`src/rtl/conv_16_18_div_seq.sv`:
```
// Sequential signed divider: 24-bit accumulator / 8-bit divisor -> 16-bit saturated quotient + remainder.
// Radix-2 restoring iteration on magnitudes, fixed latency, valid/ready on both sides.
module conv_16_18_div_seq #(
   parameter int DIVIDEND_WIDTH = 24,
   parameter int DIVISOR_WIDTH  = 8,
   parameter int QUOTIENT_WIDTH = 16
) (
   input  logic                      ap_clk,
   input  logic                      ap_rst_n,
   input  logic                      in_valid,
   output logic                      in_ready,
   input  logic [DIVIDEND_WIDTH-1:0] dividend,
   input  logic [DIVISOR_WIDTH-1:0]  divisor,
   output logic                      out_valid,
   input  logic                      out_ready,
   output logic [QUOTIENT_WIDTH-1:0] quotient,
   output logic [DIVISOR_WIDTH-1:0]  remainder,
   output logic                      ovf,
   output logic                      div_zero
);
   localparam int DW = DIVIDEND_WIDTH;
   localparam int VW = DIVISOR_WIDTH;
   localparam int QW = QUOTIENT_WIDTH;
   localparam int CW = $clog2(DW + 1);

   localparam logic signed [DW:0] Q_MAX = {{(DW-QW+1){1'b0}}, 1'b0, {(QW-1){1'b1}}};
   localparam logic signed [DW:0] Q_MIN = {{(DW-QW+1){1'b1}}, 1'b1, {(QW-1){1'b0}}};

   typedef enum logic [1:0] {S_IDLE, S_CALC, S_FIX, S_DONE} state_t;

   state_t          r_state;
   state_t          w_state_next;

   // r_work starts as |dividend| and ends as the raw quotient: each step shifts
   // one dividend bit out of the top and one quotient bit in at the bottom.
   logic [DW-1:0]   r_work;
   logic [VW-1:0]   r_dvs;
   logic [VW-1:0]   r_prem;
   logic [CW-1:0]   r_count;
   logic            r_dvd_neg;
   logic            r_dvs_neg;
   logic            r_dz;

   logic            r_out_valid;
   logic [QW-1:0]   r_quotient;
   logic [VW-1:0]   r_remainder;
   logic            r_ovf;
   logic            r_div_zero;

   logic [DW-1:0]   w_dvd_mag;
   logic [VW-1:0]   w_dvs_mag;
   logic [VW:0]     w_shift;
   logic            w_ge;
   logic [VW-1:0]   w_diff;
   logic [VW-1:0]   w_prem_next;
   logic [DW:0]     w_q_val;
   logic [QW-1:0]   w_q_sat;
   logic            w_q_ovf;
   logic [VW-1:0]   w_rem;

   assign in_ready  = (r_state == S_IDLE);
   assign out_valid = r_out_valid;
   assign quotient  = r_quotient;
   assign remainder = r_remainder;
   assign ovf       = r_ovf;
   assign div_zero  = r_div_zero;

   assign w_dvd_mag = dividend[DW-1] ? ({DW{1'b0}} - dividend) : dividend;
   assign w_dvs_mag = divisor[VW-1]  ? ({VW{1'b0}} - divisor)  : divisor;

   // The partial remainder stays below |divisor| <= 2^(VW-1), so the
   // difference fits in VW bits and modulo-2^VW subtraction is exact.
   assign w_shift     = {r_prem, r_work[DW-1]};
   assign w_ge        = (w_shift >= {1'b0, r_dvs});
   assign w_diff      = w_shift[VW-1:0] - r_dvs;
   assign w_prem_next = w_ge ? w_diff : w_shift[VW-1:0];

   assign w_q_val = (r_dvd_neg ^ r_dvs_neg) ? ({(DW+1){1'b0}} - {1'b0, r_work})
                                            : {1'b0, r_work};

   always_comb begin
      w_q_sat = w_q_val[QW-1:0];
      w_q_ovf = 1'b0;
      if ($signed(w_q_val) > Q_MAX) begin
         w_q_sat = {1'b0, {(QW-1){1'b1}}};
         w_q_ovf = 1'b1;
      end else if ($signed(w_q_val) < Q_MIN) begin
         w_q_sat = {1'b1, {(QW-1){1'b0}}};
         w_q_ovf = 1'b1;
      end
   end

   assign w_rem = r_dvd_neg ? ({VW{1'b0}} - r_prem) : r_prem;

   always_ff @(posedge ap_clk or negedge ap_rst_n) begin
      if (!ap_rst_n) begin
         r_state <= S_IDLE;
      end else begin
         r_state <= w_state_next;
      end
   end

   always_comb begin
      w_state_next = r_state;
      case (r_state)
         S_IDLE:  if (in_valid) w_state_next = S_CALC;
         S_CALC:  if (r_count == CW'(1)) w_state_next = S_FIX;
         S_FIX:   w_state_next = S_DONE;
         S_DONE:  if (out_ready) w_state_next = S_IDLE;
         default: w_state_next = S_IDLE;
      endcase
   end

   always_ff @(posedge ap_clk or negedge ap_rst_n) begin
      if (!ap_rst_n) begin
         r_work      <= '0;
         r_dvs       <= '0;
         r_prem      <= '0;
         r_count     <= '0;
         r_dvd_neg   <= 1'b0;
         r_dvs_neg   <= 1'b0;
         r_dz        <= 1'b0;
         r_out_valid <= 1'b0;
         r_quotient  <= '0;
         r_remainder <= '0;
         r_ovf       <= 1'b0;
         r_div_zero  <= 1'b0;
      end else begin
         case (r_state)
            S_IDLE: begin
               if (in_valid) begin
                  r_work    <= w_dvd_mag;
                  r_dvs     <= w_dvs_mag;
                  r_prem    <= '0;
                  r_count   <= CW'(DW);
                  r_dvd_neg <= dividend[DW-1];
                  r_dvs_neg <= divisor[VW-1];
                  r_dz      <= (divisor == '0);
               end
            end
            S_CALC: begin
               r_prem  <= w_prem_next;
               r_work  <= {r_work[DW-2:0], w_ge};
               r_count <= r_count - 1'b1;
            end
            S_FIX: begin
               r_out_valid <= 1'b1;
               if (r_dz) begin
                  r_quotient  <= r_dvd_neg ? {1'b1, {(QW-1){1'b0}}} : {1'b0, {(QW-1){1'b1}}};
                  r_remainder <= '0;
                  r_ovf       <= 1'b0;
                  r_div_zero  <= 1'b1;
               end else begin
                  r_quotient  <= w_q_sat;
                  r_remainder <= w_rem;
                  r_ovf       <= w_q_ovf;
                  r_div_zero  <= 1'b0;
               end
            end
            S_DONE: begin
               if (out_ready) r_out_valid <= 1'b0;
            end
            default: ;
         endcase
      end
   end
endmodule

```
`config.mk`:
```
export PLATFORM = sky130hd
export DESIGN_NAME = conv_16_18_div_seq
export DESIGN_NICKNAME = d
export VERILOG_FILES = /design/src/rtl/conv_16_18_div_seq.sv
export SDC_FILE = /design/constraint.sdc
export NUM_CORES = 1
export LEC_CHECK = 0
export ABC_CLOCK_PERIOD_IN_PS = 3020
export CAP_MARGIN = 20
export CORE_MARGIN = 1.5
export CORE_UTILIZATION = 51
export CTS_CLUSTER_DIAMETER = 40
export DETAILED_ROUTE_END_ITERATION = 8
export PLACE_DENSITY = 0.77
export SKIP_CTS_REPAIR_TIMING = 1
export SYNTH_ARGS = -nofsm -noshare
export SYNTH_HDL_FRONTEND = slang
export SYNTH_SLANG_ARGS = --single-unit
export TNS_END_PERCENT = 30
```
`constraint.sdc`:
```
create_clock -name ap_clk -period 3.02 [get_ports ap_clk]
set_clock_uncertainty 0.2 [all_clocks]
set_input_delay 0.755 -clock ap_clk [delete_from_list [all_inputs] [get_ports ap_clk]]
set_output_delay 0.755 -clock ap_clk [all_outputs]
set_load 0.01 [all_outputs]
```
==> results of run 1 <==
## registers in the layout (all words and copies together), names as in the netlist, 2 cells and up
| name | cells |
|---|---|
| r_work | 24 |
| r_dvs | 8 |
| r_prem | 8 |
| r_state | 2 |
| quotient | 16 |
| remainder | 8 |
| r_count | 5 |
## cell usage in the layout (no fill, tap or decap), types with 8 or more instances in the layout
master / netlist / layout
a21o_1: 10 / 10
a21oi_1: 37 / 36
a31oi_1: 10 / 9
buf_4: 0 / 68
clkbuf_8: 0 / 10
clkdlybuf4s50_1: 0 / 58
dfrtp_1: 77 / 75
ha_1: 18 / 17
inv_1: 28 / 28
mux2i_1: 11 / 11
nand2_1: 53 / 53
nand3_1: 8 / 8
nand3b_1: 8 / 8
nor2_1: 51 / 51
nor3_1: 14 / 14
o211ai_1: 9 / 9
o21a_1: 8 / 8
o21ai_0: 44 / 44
o22ai_1: 15 / 14
o31ai_1: 11 / 9
or2_2: 11 / 11
or4_4: 2 / 8
xnor2_1: 28 / 28
xor2_1: 26 / 26
## critical path, cell delays in order
cell and delay [ns]:
dlymetal6s2s_1 0.14, or4_4 0.55, or4_4 0.51, buf_4 0.16, or4_4 0.47, o31ai_4 0.20
xor2_1 0.18, a21oi_1 0.08
## where the power goes
group | leakage, nW | total [W] | internal, W | switching [W]
Combinational | 1.90 | 0.00465 | 0.00216 | 0.00249
Clock | 0.114 | 0.000889 | 0.000491 | 0.000398
Sequential | 0.944 | 0.00197 | 0.00149 | 0.000482
## kinds of logic (layout without fill, tap and decap cells)
| family | after synthesis | after routing | share of synthesized area |
|---|---|---|---|
| AND/OR/NAND/NOR | 195 | 195 | 0.1879 |
| AO/OA/AOI/OAI | 191 | 192 | 0.2378 |
| XOR/XNOR | 54 | 54 | 0.08901 |
| buffers and inverters | 67 | 175 | 0.04944 |
| flip-flops | 77 | 77 | 0.3626 |
| multiplexers | 14 | 14 | 0.02708 |
| adder cells (fa/ha/maj) | 19 | 19 | 0.04615 |
## Yosys cell counts, types with 5 or more instances
cell type | n | share of area
o21a_1 | 8 | 0.011
a22oi_1 | 5 | 0.0071
clkbuf_1 | 30 | 0.021
o211ai_1 | 9 | 0.013
a22o_1 | 7 | 0.012
a21oi_1 | 37 | 0.035
xor2_1 | 26 | 0.043
o22ai_1 | 15 | 0.018
xnor2_1 | 28 | 0.046
or4_1 | 8 | 0.011
a21o_1 | 10 | 0.014
o41ai_1 | 5 | 0.0082
o21ai_0 | 44 | 0.041
nor2_1 | 51 | 0.036
nand2b_1 | 7 | 0.0082
o21ai_1 | 7 | 0.0066
a31oi_1 | 10 | 0.012
nor4_1 | 10 | 0.012
mux2i_1 | 11 | 0.021
inv_1 | 28 | 0.020
o31ai_1 | 11 | 0.016
nand3_1 | 8 | 0.0075
nand3b_1 | 8 | 0.011
ha_1 | 18 | 0.042
nor2b_1 | 5 | 0.0059
or2_2 | 11 | 0.013
nand2_1 | 53 | 0.037
nor3_1 | 14 | 0.013
dfrtp_1 | 77 | 0.36
## final cells by class
class	instances	share of cell area
clock buffer	11	0.02062
clock inverter	5	0.01204
inverter	29	0.01588
multi-input combinational	474	0.4788
sequential	77	0.2814
tap	136	0.02482
timing repair buffer	130	0.1664
## per-layer routing
metal | part of all wire | track usage | up-vias | wire length, microns
li1 | - | - | 2454 | -
met1 | 0.47 | 0.3428 | 2351 | 6241
met2 | 0.46 | 0.3702 | 160 | 6217
met3 | 0.049 | 0.02932 | 25 | 657
met4 | 0.021 | 0.1057 | 0 | 276
met5 | 0 | 0 | - | 0
## worst min path at each step
stage	from	to	slack, ns	cells after the start
finish	r_dvs[5]	r_dvs[5]	0.29	2
global placement	r_dvs[6]	r_dvs[6]	0.27	2
detailed placement	r_dvs[4]	r_dvs[4]	0.27	2
global route	r_dvs[3]	r_dvs[3]	0.32	2
CTS	r_dvs[5]	r_dvs[5]	0.29	2
floorplan	r_dvs[1]	r_dvs[1]	0.25	2
## through the flow
stage / utilization / std cells / hold WS [ns]
floorplan: - / 617 / 0.2498
global placement: 0.6276 / 838 / 0.2653
detailed placement: 0.6276 / 838 / 0.2732
CTS: 0.6495 / 854 / 0.2938
global route: 0.6702 / 862 / 0.3177
finish: 0.6702 / 862 / 0.2893
==> summary.txt, run 1 <==
Run status
  – Status: completed

Routing
  – DRC Markers: 0
  – DR vias: 4,990
  – WL/cell: 15.54 microns
  – Detailed Route WL: 13,390 microns
  – Drt pass-1 iters: 5
  – Remaining antenna violation count: 0
  – DRT iter0 DRCs: 308
  – Vias per cell: 5.789

Pwr
  – VDD IR max: 0.6737 mV
  – Power Density: 1096 nW/um^2
  – Leak Pwr: 2.962 nW
  – Total power draw: 0.007512 W

Final layout
  – Final #Nets: 776
  – Fillers: 807
  – Area of the multi-input gates: 3283 sq um
  – Syn-to-layout area delta: 29.03%
  – Reg area: 1929 sq um
  – Final Cell Area: 6857 sq um
  – Share of post-route cells with drive strength above 1: 0.1818
  – Ant diodes: 0

Worst setup path
  – Critical path data arrival time: 3.04 ns
  – Startpoint Class: input port
  – Critical Path End Type: flop
  – Crit path kind: input port to flop
  – Worst Reg-to-Reg Cells: 8
  – Crit Path Max Fanout: 4
  – R2R Setup Slk: 0.03 ns
  – RR Startpoint: r_work[11]
  – Critical path required time: 3.05 ns
  – CP Launch Point: dividend[3]
  – Critical Path End: r_work[19]
  – RR Endpoint: quotient[9]

Clock tree
  – CTS Root Cell: clkbuf_8
  – Longest Clk Path Bufs: 2
  – H-tree levels: 3
  – Num CTS Buffers: 9
  – CTS tree: built
  – CTS clk-pin slew, worst paths: 0.08 ns
  – Clock sink count: 77
  – Clock latency on the worst-skew pair: 0.36 ns

STA
  – Min Tclk post-route: 3.010 ns
  – Final worst slack: 0.01024 ns
  – Fmax achieved: 0.3323 GHz
  – Worst-Margin Slew: 0.9416 ns
  – Max-Slew Margin vs Limit: 0.3723
  – Slew Limit Fails: 0
  – Final Hold Vio Count: 0
  – Final setup fails: 0
  – Setup repair after global routing missed its margin: yes
  – Final Cycle Share: 0.9966
  – Setup TNS: 0 ns

GRT
  – Largest net degree at the start of global routing: 78
  – Gr usage total: 0.2414
  – Global-route wire length before repair: 21,590 microns
  – Initial antenna violation count: 0
  – Vias in the first global route: 4,470
  – Gr ovfl total: 0

Logic synthesis
  – Mean Syn Cell Area: 8.612 sq um
  – Ys flop type: dfrtp_1
  – Synth Warn #: 0
  – Async SR Flop Fraction: 1.000
  – Register area share after synthesis: 0.3626
  – Syn nets: 672
  – EDFF count, synth: 0
  – Synth cell types: 62
  – Register bit total from synthesis: 77
  – Post-synthesis cell count: 617
  – Post-Syn Area: 5314 sq um

Die
  – Core footprint: 10,230 sq um
  – Die area: 11,040 sq um
  – # IOs: 64
  – Starting Density: 0.5194
  – Cell Rows: 37
  – Die H: 105.1 microns
  – Die width: 105.1 microns

Placed design
  – Post-Place Setup Slack: -0.5422 ns
  – GPL Wtd Cong: 0.9215
  – Area after DPL: 6421 sq um
  – Input/output buffers: 63
  – Hpwl dp: 9710 microns

Job
  – Max_cap viols: 0

Worst hold path
  – Hold Path Class: flop to flop
Power figures use the tool's default switching activity.
==> run 2: changes to the inputs <==
--- a/config.mk
+++ b/config.mk
@@ -8,10 +8,11 @@
 export ABC_CLOCK_PERIOD_IN_PS = 3020
 export CAP_MARGIN = 20
 export CORE_MARGIN = 1.5
-export CORE_UTILIZATION = 51
+export CORE_UTILIZATION = 45
 export CTS_CLUSTER_DIAMETER = 40
 export DETAILED_ROUTE_END_ITERATION = 8
-export PLACE_DENSITY = 0.77
+export GPL_ROUTABILITY_DRIVEN = 0
+export PLACE_DENSITY = 0.69
 export SKIP_CTS_REPAIR_TIMING = 1
 export SYNTH_ARGS = -nofsm -noshare
 export SYNTH_HDL_FRONTEND = slang
==> run 2 against run 1 <==
Net effect:
- global-route usage decreased by 2.0 points
- largest power group unchanged
- worst setup slack improved by 0.048 ns
- cell count decreased by 0.35%
- combinational power decreased by 2%
- routed wire length increased by 2.8%
- largest cell class unchanged
- non-clock buffer count decreased by 8
==> summary.txt, run 2 (same netlist as run 1, synthesis figures left out) <==
Die
  – Starting Density: 0.4634
  – Die H: 111.7 microns
  – Core footprint: 11,470 sq um
  – # IOs: 64
  – Die area: 12,470 sq um
  – Die width: 111.7 microns
  – Cell Rows: 39

Clock tree
  – Clock latency on the worst-skew pair: 0.34 ns
  – Clock sink count: 77
  – Num CTS Buffers: 9
  – CTS Root Cell: clkbuf_16
  – CTS clk-pin slew, worst paths: 0.06 ns
  – H-tree levels: 3
  – Longest Clk Path Bufs: 2
  – CTS tree: built

Worst setup path
  – RR Endpoint: quotient[6]
  – Crit-path max cell delay: 0.54 ns
  – Crit path kind: input port to flop
  – CP Launch Point: dividend[4]
  – Max stage delay cell, worst path: or4_4
  – Startpoint Class: input port
  – Critical path data arrival time: 2.97 ns
  – CP cell instances: dlymetal6s2s_1 > or4_4 > or4_4 > or4_4 > o31ai_4 > xor2_1 > a21oi_1
  – WP buf/inv: 1
  – Crit path max-delay family: simple AND/OR/NAND/NOR gates
  – Most used cell along the critical path: or4_4
  – RR Startpoint: r_work[10]
  – Worst Reg-to-Reg Cells: 8
  – Crit Path Max Fanout: 4
  – R2R Setup Slk: 0.14 ns
  – Critical path required time: 3.02 ns
  – Critical Path End Type: flop

Job
  – Max_cap viols: 0

Placed design
  – Input/output buffers: 63
  – Post-Place Setup Slack: -0.5725 ns
  – Hpwl dp: 10,180 microns
  – Area after DPL: 6407 sq um

Routing
  – WL/cell: 16.02 microns
  – DR vias: 4,944
  – Remaining antenna violation count: 0
  – DRT iter0 DRCs: 275
  – Drt pass-1 iters: 5
  – Detailed Route WL: 13,760 microns
  – Vias per cell: 5.756
  – DRC Markers: 0

STA
  – Max-Slew Margin vs Limit: 0.3588
  – Slew Limit Fails: 0
  – Final setup fails: 0
  – Final Cycle Share: 0.9808
  – Worst-Margin Slew: 0.9618 ns
  – Final Hold Vio Count: 0
  – Min Tclk post-route: 2.962 ns
  – Fmax achieved: 0.3376 GHz
  – Final worst slack: 0.05789 ns

Final layout
  – Final #Nets: 767
  – Syn-to-layout area delta: 28.47%
  – Share of post-route cells with drive strength above 1: 0.1592
  – Commonest cells after routing, fill and taps aside: dfrtp_1, buf_4, clkdlybuf4s50_1
  – Reg area: 1929 sq um
  – Largest Register: r_work
  – Final Cell Area: 6827 sq um
  – Area of the multi-input gates: 3223 sq um
  – Fillers: 1,008
  – Max FFs per register: 24
  – Ant diodes: 0
  – Commonest non-fill, non-tap cell in the layout: dfrtp_1

Worst hold path
  – Hold Path Class: flop to flop
  – Worst hold endpoint: r_dvs[6]
  – Hold Path Stages: 2
  – Hold Crit Start: r_dvs[6]

Pwr
  – Leak Pwr: 2.930 nW
  – VDD IR max: 0.5985 mV
  – Sequential power share: 0.261
  – Cell Int Power: 0.004248 W
  – Clock share of power: 0.141
  – Power Density: 1116 nW/um^2
  – Switching share of total power: 0.4423
  – Psw: 0.003368 W
  – Comb pwr share: 0.598

GRT
  – Global-route wire length before repair: 22,800 microns
  – Initial antenna violation count: 0
  – Vias in the first global route: 4,679
  – Largest net degree at the start of global routing: 78
  – Gr usage total: 0.2214
  – Gr ovfl total: 0

Run status
  – Status: completed
-- run 2: cell count changes in the layout (fill, tap and decap cells not counted), moves of 4 or more --
cell,before,now
nor4_2,4,0
clkbuf_16,0,9
clkbuf_8,10,0
buf_4,68,58
-- run 2: layout make-up --
cell class,count,share of cell area
Inverter,29,0.01595
Sequential cell,77,0.2826
Multi-Input combinational cell,473,0.4721
Clock buffer,10,0.03354
Timing Repair Buffer,122,0.1607
Tap cell,143,0.02621
Clock inverter,5,0.008798
-- run 2: worst max-delay path by stage --
stage | to | slack (ns) | depth (start not counted)
floorplan | r_work[19] | 0.02 | 6
global placement | r_work[19] | -0.52 | 7
detailed placement | r_work[19] | -0.57 | 7
CTS | r_work[21] | -0.24 | 7
global route | r_work[19] | -0.03 | 7
finish | r_work[19] | 0.06 | 7
-- run 2: stage by stage --
stage,utilization,cells,hold slack (ns),TNS [ns],total power [W]
6_report,0.5953,859,0.2781,0,0.007616
3_5_place_dp,0.5588,842,0.2726,-4.874,0.006429
4_1_cts,0.5840,857,0.2867,-1.607,0.007524
3_3_place_gp,0.5588,842,0.2643,-3.642,0.006287
5_1_grt,0.5953,859,0.3166,-0.03011,0.008207
2_1_floorplan,-,617,0.2498,0,0.004964
-- run 2: worst reg2reg max path, cell delays in order (launching register included) --
cell,delay [ns]
dfrtp_1,0.47
or4_4,0.57
nor3_4,0.15
a21boi_1,0.11
or4_4,0.50
a2111oi_4,0.33
buf_6,0.18
o21ai_4,0.09
o211ai_1,0.21
-- run 2: per-layer routing --
| layer | vias up | track usage | wire length [microns] |
|---|---|---|---|
| met5 | - | 0 | 0 |
| met4 | 0 | 0.08692 | 257 |
| met3 | 21 | 0.02395 | 603 |
| met2 | 152 | 0.3496 | 6352 |
| met1 | 2344 | 0.3129 | 6550 |
| li1 | 2427 | - | - |
-- run 2: power by group through the flow --
stage	Clock, W	Combinational, W	Sequential, W
3_5_place_dp	0	0.00445	0.00198
2_1_floorplan	0	0.00311	0.00186
5_1_grt	0.00113	0.00502	0.00205
4_1_cts	0.00109	0.00448	0.00196
3_3_place_gp	0	0.00433	0.00195
6_report	0.00108	0.00455	0.00199
==> run 3: changes to the inputs <==
--- a/config.mk
+++ b/config.mk
@@ -7,12 +7,11 @@
 export LEC_CHECK = 0
 export ABC_CLOCK_PERIOD_IN_PS = 3020
 export CAP_MARGIN = 20
-export CORE_MARGIN = 1.5
-export CORE_UTILIZATION = 45
+export CORE_MARGIN = 2
+export CORE_UTILIZATION = 40
 export CTS_CLUSTER_DIAMETER = 40
 export DETAILED_ROUTE_END_ITERATION = 8
 export GPL_ROUTABILITY_DRIVEN = 0
-export PLACE_DENSITY = 0.69
 export SKIP_CTS_REPAIR_TIMING = 1
 export SYNTH_ARGS = -nofsm -noshare
 export SYNTH_HDL_FRONTEND = slang
==> run 3 against run 2 <==
Net effect:
- fmax increased by 2.0%
- utilization decreased by 6.9 points
- design area up 0.84%
- sequential cell count unchanged
- total power is 0.97% lower
- clock-buffer cell count up 3
- non-clock buffer count rose by 10
- global-route usage fell by 2.8 points
- register-to-register slack got worse by 0.02 ns
- largest power group unchanged
==> summary.txt, run 3 (same netlist as run 1, synthesis figures left out) <==
Run status
  – Status: completed

Die
  – Die width: 119.3 microns
  – Starting Density: 0.4061
  – Die H: 119.3 microns
  – # IOs: 64
  – Die area: 14,220 sq um
  – Cell Rows: 42
  – Core footprint: 13,090 sq um

Worst setup path
  – Critical path data arrival time: 2.91 ns
  – Critical path required time: 3.03 ns
  – Crit path max-delay family: simple AND/OR/NAND/NOR gates
  – Startpoint Class: input port
  – Most used cell along the critical path: or4_4
  – WP buf/inv: 1
  – Max stage delay cell, worst path: or4_4
  – Crit Path Max Fanout: 4
  – CP cell instances: dlymetal6s2s_1 > or4_4 > or4_4 > or4_4 > o31ai_4 > xor2_1 > a21oi_1
  – Crit-path max cell delay: 0.53 ns
  – Critical Path End Type: flop
  – Crit path kind: input port to flop

Pwr
  – VDD IR max: 0.4386 mV
  – Power Density: 1096 nW/um^2
  – Leak Pwr: 2.953 nW

GRT
  – Global-route wire length before repair: 22,370 microns
  – Gr usage total: 0.1934
  – Initial antenna violation count: 0
  – Gr ovfl total: 0
  – Vias in the first global route: 4,590
  – Largest net degree at the start of global routing: 78

Final layout
  – Syn-to-layout area delta: 29.55%
  – Max FFs per register: 24
  – Final Cell Area: 6884 sq um
  – Commonest cells after routing, fill and taps aside: dfrtp_1, buf_4, clkdlybuf4s50_1
  – Final #Nets: 777
  – Fin util: 0.5261
  – Commonest non-fill, non-tap cell in the layout: dfrtp_1
  – Largest Register: r_work
  – Ant diodes: 0
  – Share of post-route cells with drive strength above 1: 0.1664
  – Fillers: 1,207

Routing
  – Remaining antenna violation count: 0
  – Detailed Route WL: 13,530 microns
  – DRC Markers: 0
  – DR vias: 4,855
  – WL/cell: 14.99 microns
  – DRT iter0 DRCs: 260
  – Drt pass-1 iters: 4
  – Vias per cell: 5.377

STA
  – Worst-Margin Slew: 0.9756 ns
  – Slew Limit Fails: 0
  – Min Tclk post-route: 2.903 ns
  – Hold WS: 0.2861 ns
  – Max-Slew Margin vs Limit: 0.3496
  – Fmax achieved: 0.3445 GHz
  – Final Cycle Share: 0.9613
  – Final setup fails: 0
  – Final worst slack: 0.1170 ns
  – Final Hold Vio Count: 0

Clock tree
  – CTS clk-pin slew, worst paths: 0.06 ns
  – H-tree levels: 3
  – CTS Root Cell: clkbuf_16
  – Clock latency on the worst-skew pair: 0.34 ns
  – Longest Clk Path Bufs: 2
  – Num CTS Buffers: 9
  – CTS tree: built
  – Clock sink count: 77

Placed design
  – Hpwl dp: 10,340 microns
  – Post-Place Setup Slack: -0.5732 ns
  – Area after DPL: 6524 sq um
  – Input/output buffers: 63

Job
  – Max_cap viols: 0

Worst hold path
  – Hold Path Class: flop to flop
run 3: changes by cell type in the layout (fill, tap and decap cells not counted), moves of 2 or more:
cell      before  now
clkbuf_1       1    3
nor4_2         0    2
o21ai_1        4    6
buf_4         58   69
run 3: power breakdown:
part	switching [W]	internal [W]
clock network	0.000432	0.000580
logic	0.00241	0.00215
registers	0.000481	0.00149
total	0.00332	0.00422
run 3: worst register-to-register path, stage by stage, from the launching register on:
cell	delay, ns
dfrtp_2	0.45
or4_4	0.56
nor3_2	0.15
a21boi_1	0.11
or4_4	0.51
a2111oi_4	0.37
buf_6	0.18
o21ai_4	0.09
o211ai_1	0.21
run 3: layout make-up:
class,count,area (sq um),area share
inverter,29,108.9,0.01581
timing repair buffer,132,1160,0.1685
sequential,77,1931,0.2804
tap,176,220.2,0.03199
clock buffer,13,250.2,0.03635
multi-input combinational,473,3193,0.4638
clock inverter,3,21.27,0.003090
run 3: per-stage QoR:
| step | setup TNS (ns) | cells | total power, W |
|---|---|---|---|
| final | 0 | 903 | 0.007542 |
| after global routing | -0.02306 | 903 | 0.008148 |
| after CTS | -0.9116 | 901 | 0.007524 |
| after detailed placement | -4.196 | 885 | 0.006506 |
| after global placement | -3.546 | 885 | 0.006390 |
| after floorplan | 0 | 617 | 0.004964 |
run 3: final timing paths:
check | from | to | slack [ns] | cells past startpoint
setup / recovery | dividend[3] | r_work[19] | 0.12 | 7
hold / removal | r_dvs[1] | r_dvs[1] | 0.29 | 2
setup reg to reg | r_work[11] | quotient[13] | 0.12 | 8
hold reg to reg | r_dvs[1] | r_dvs[1] | 0.29 | 2
max in group asynchronous | ap_rst_n | r_work[3] | 1.56 | 1
min in group asynchronous | ap_rst_n | r_dvs[7] | 0.37 | 1
run 3: routing by layer:
metal  vias up  routed length, microns  track usage  share of wire
met4         0                     195      0.06696          0.014
met3        12                     680      0.02251          0.050
met2       101                    6142       0.3053           0.45
met1      2285                    6513       0.2747           0.48
met5         -                       0            0              0
li1       2457                       -            -              -
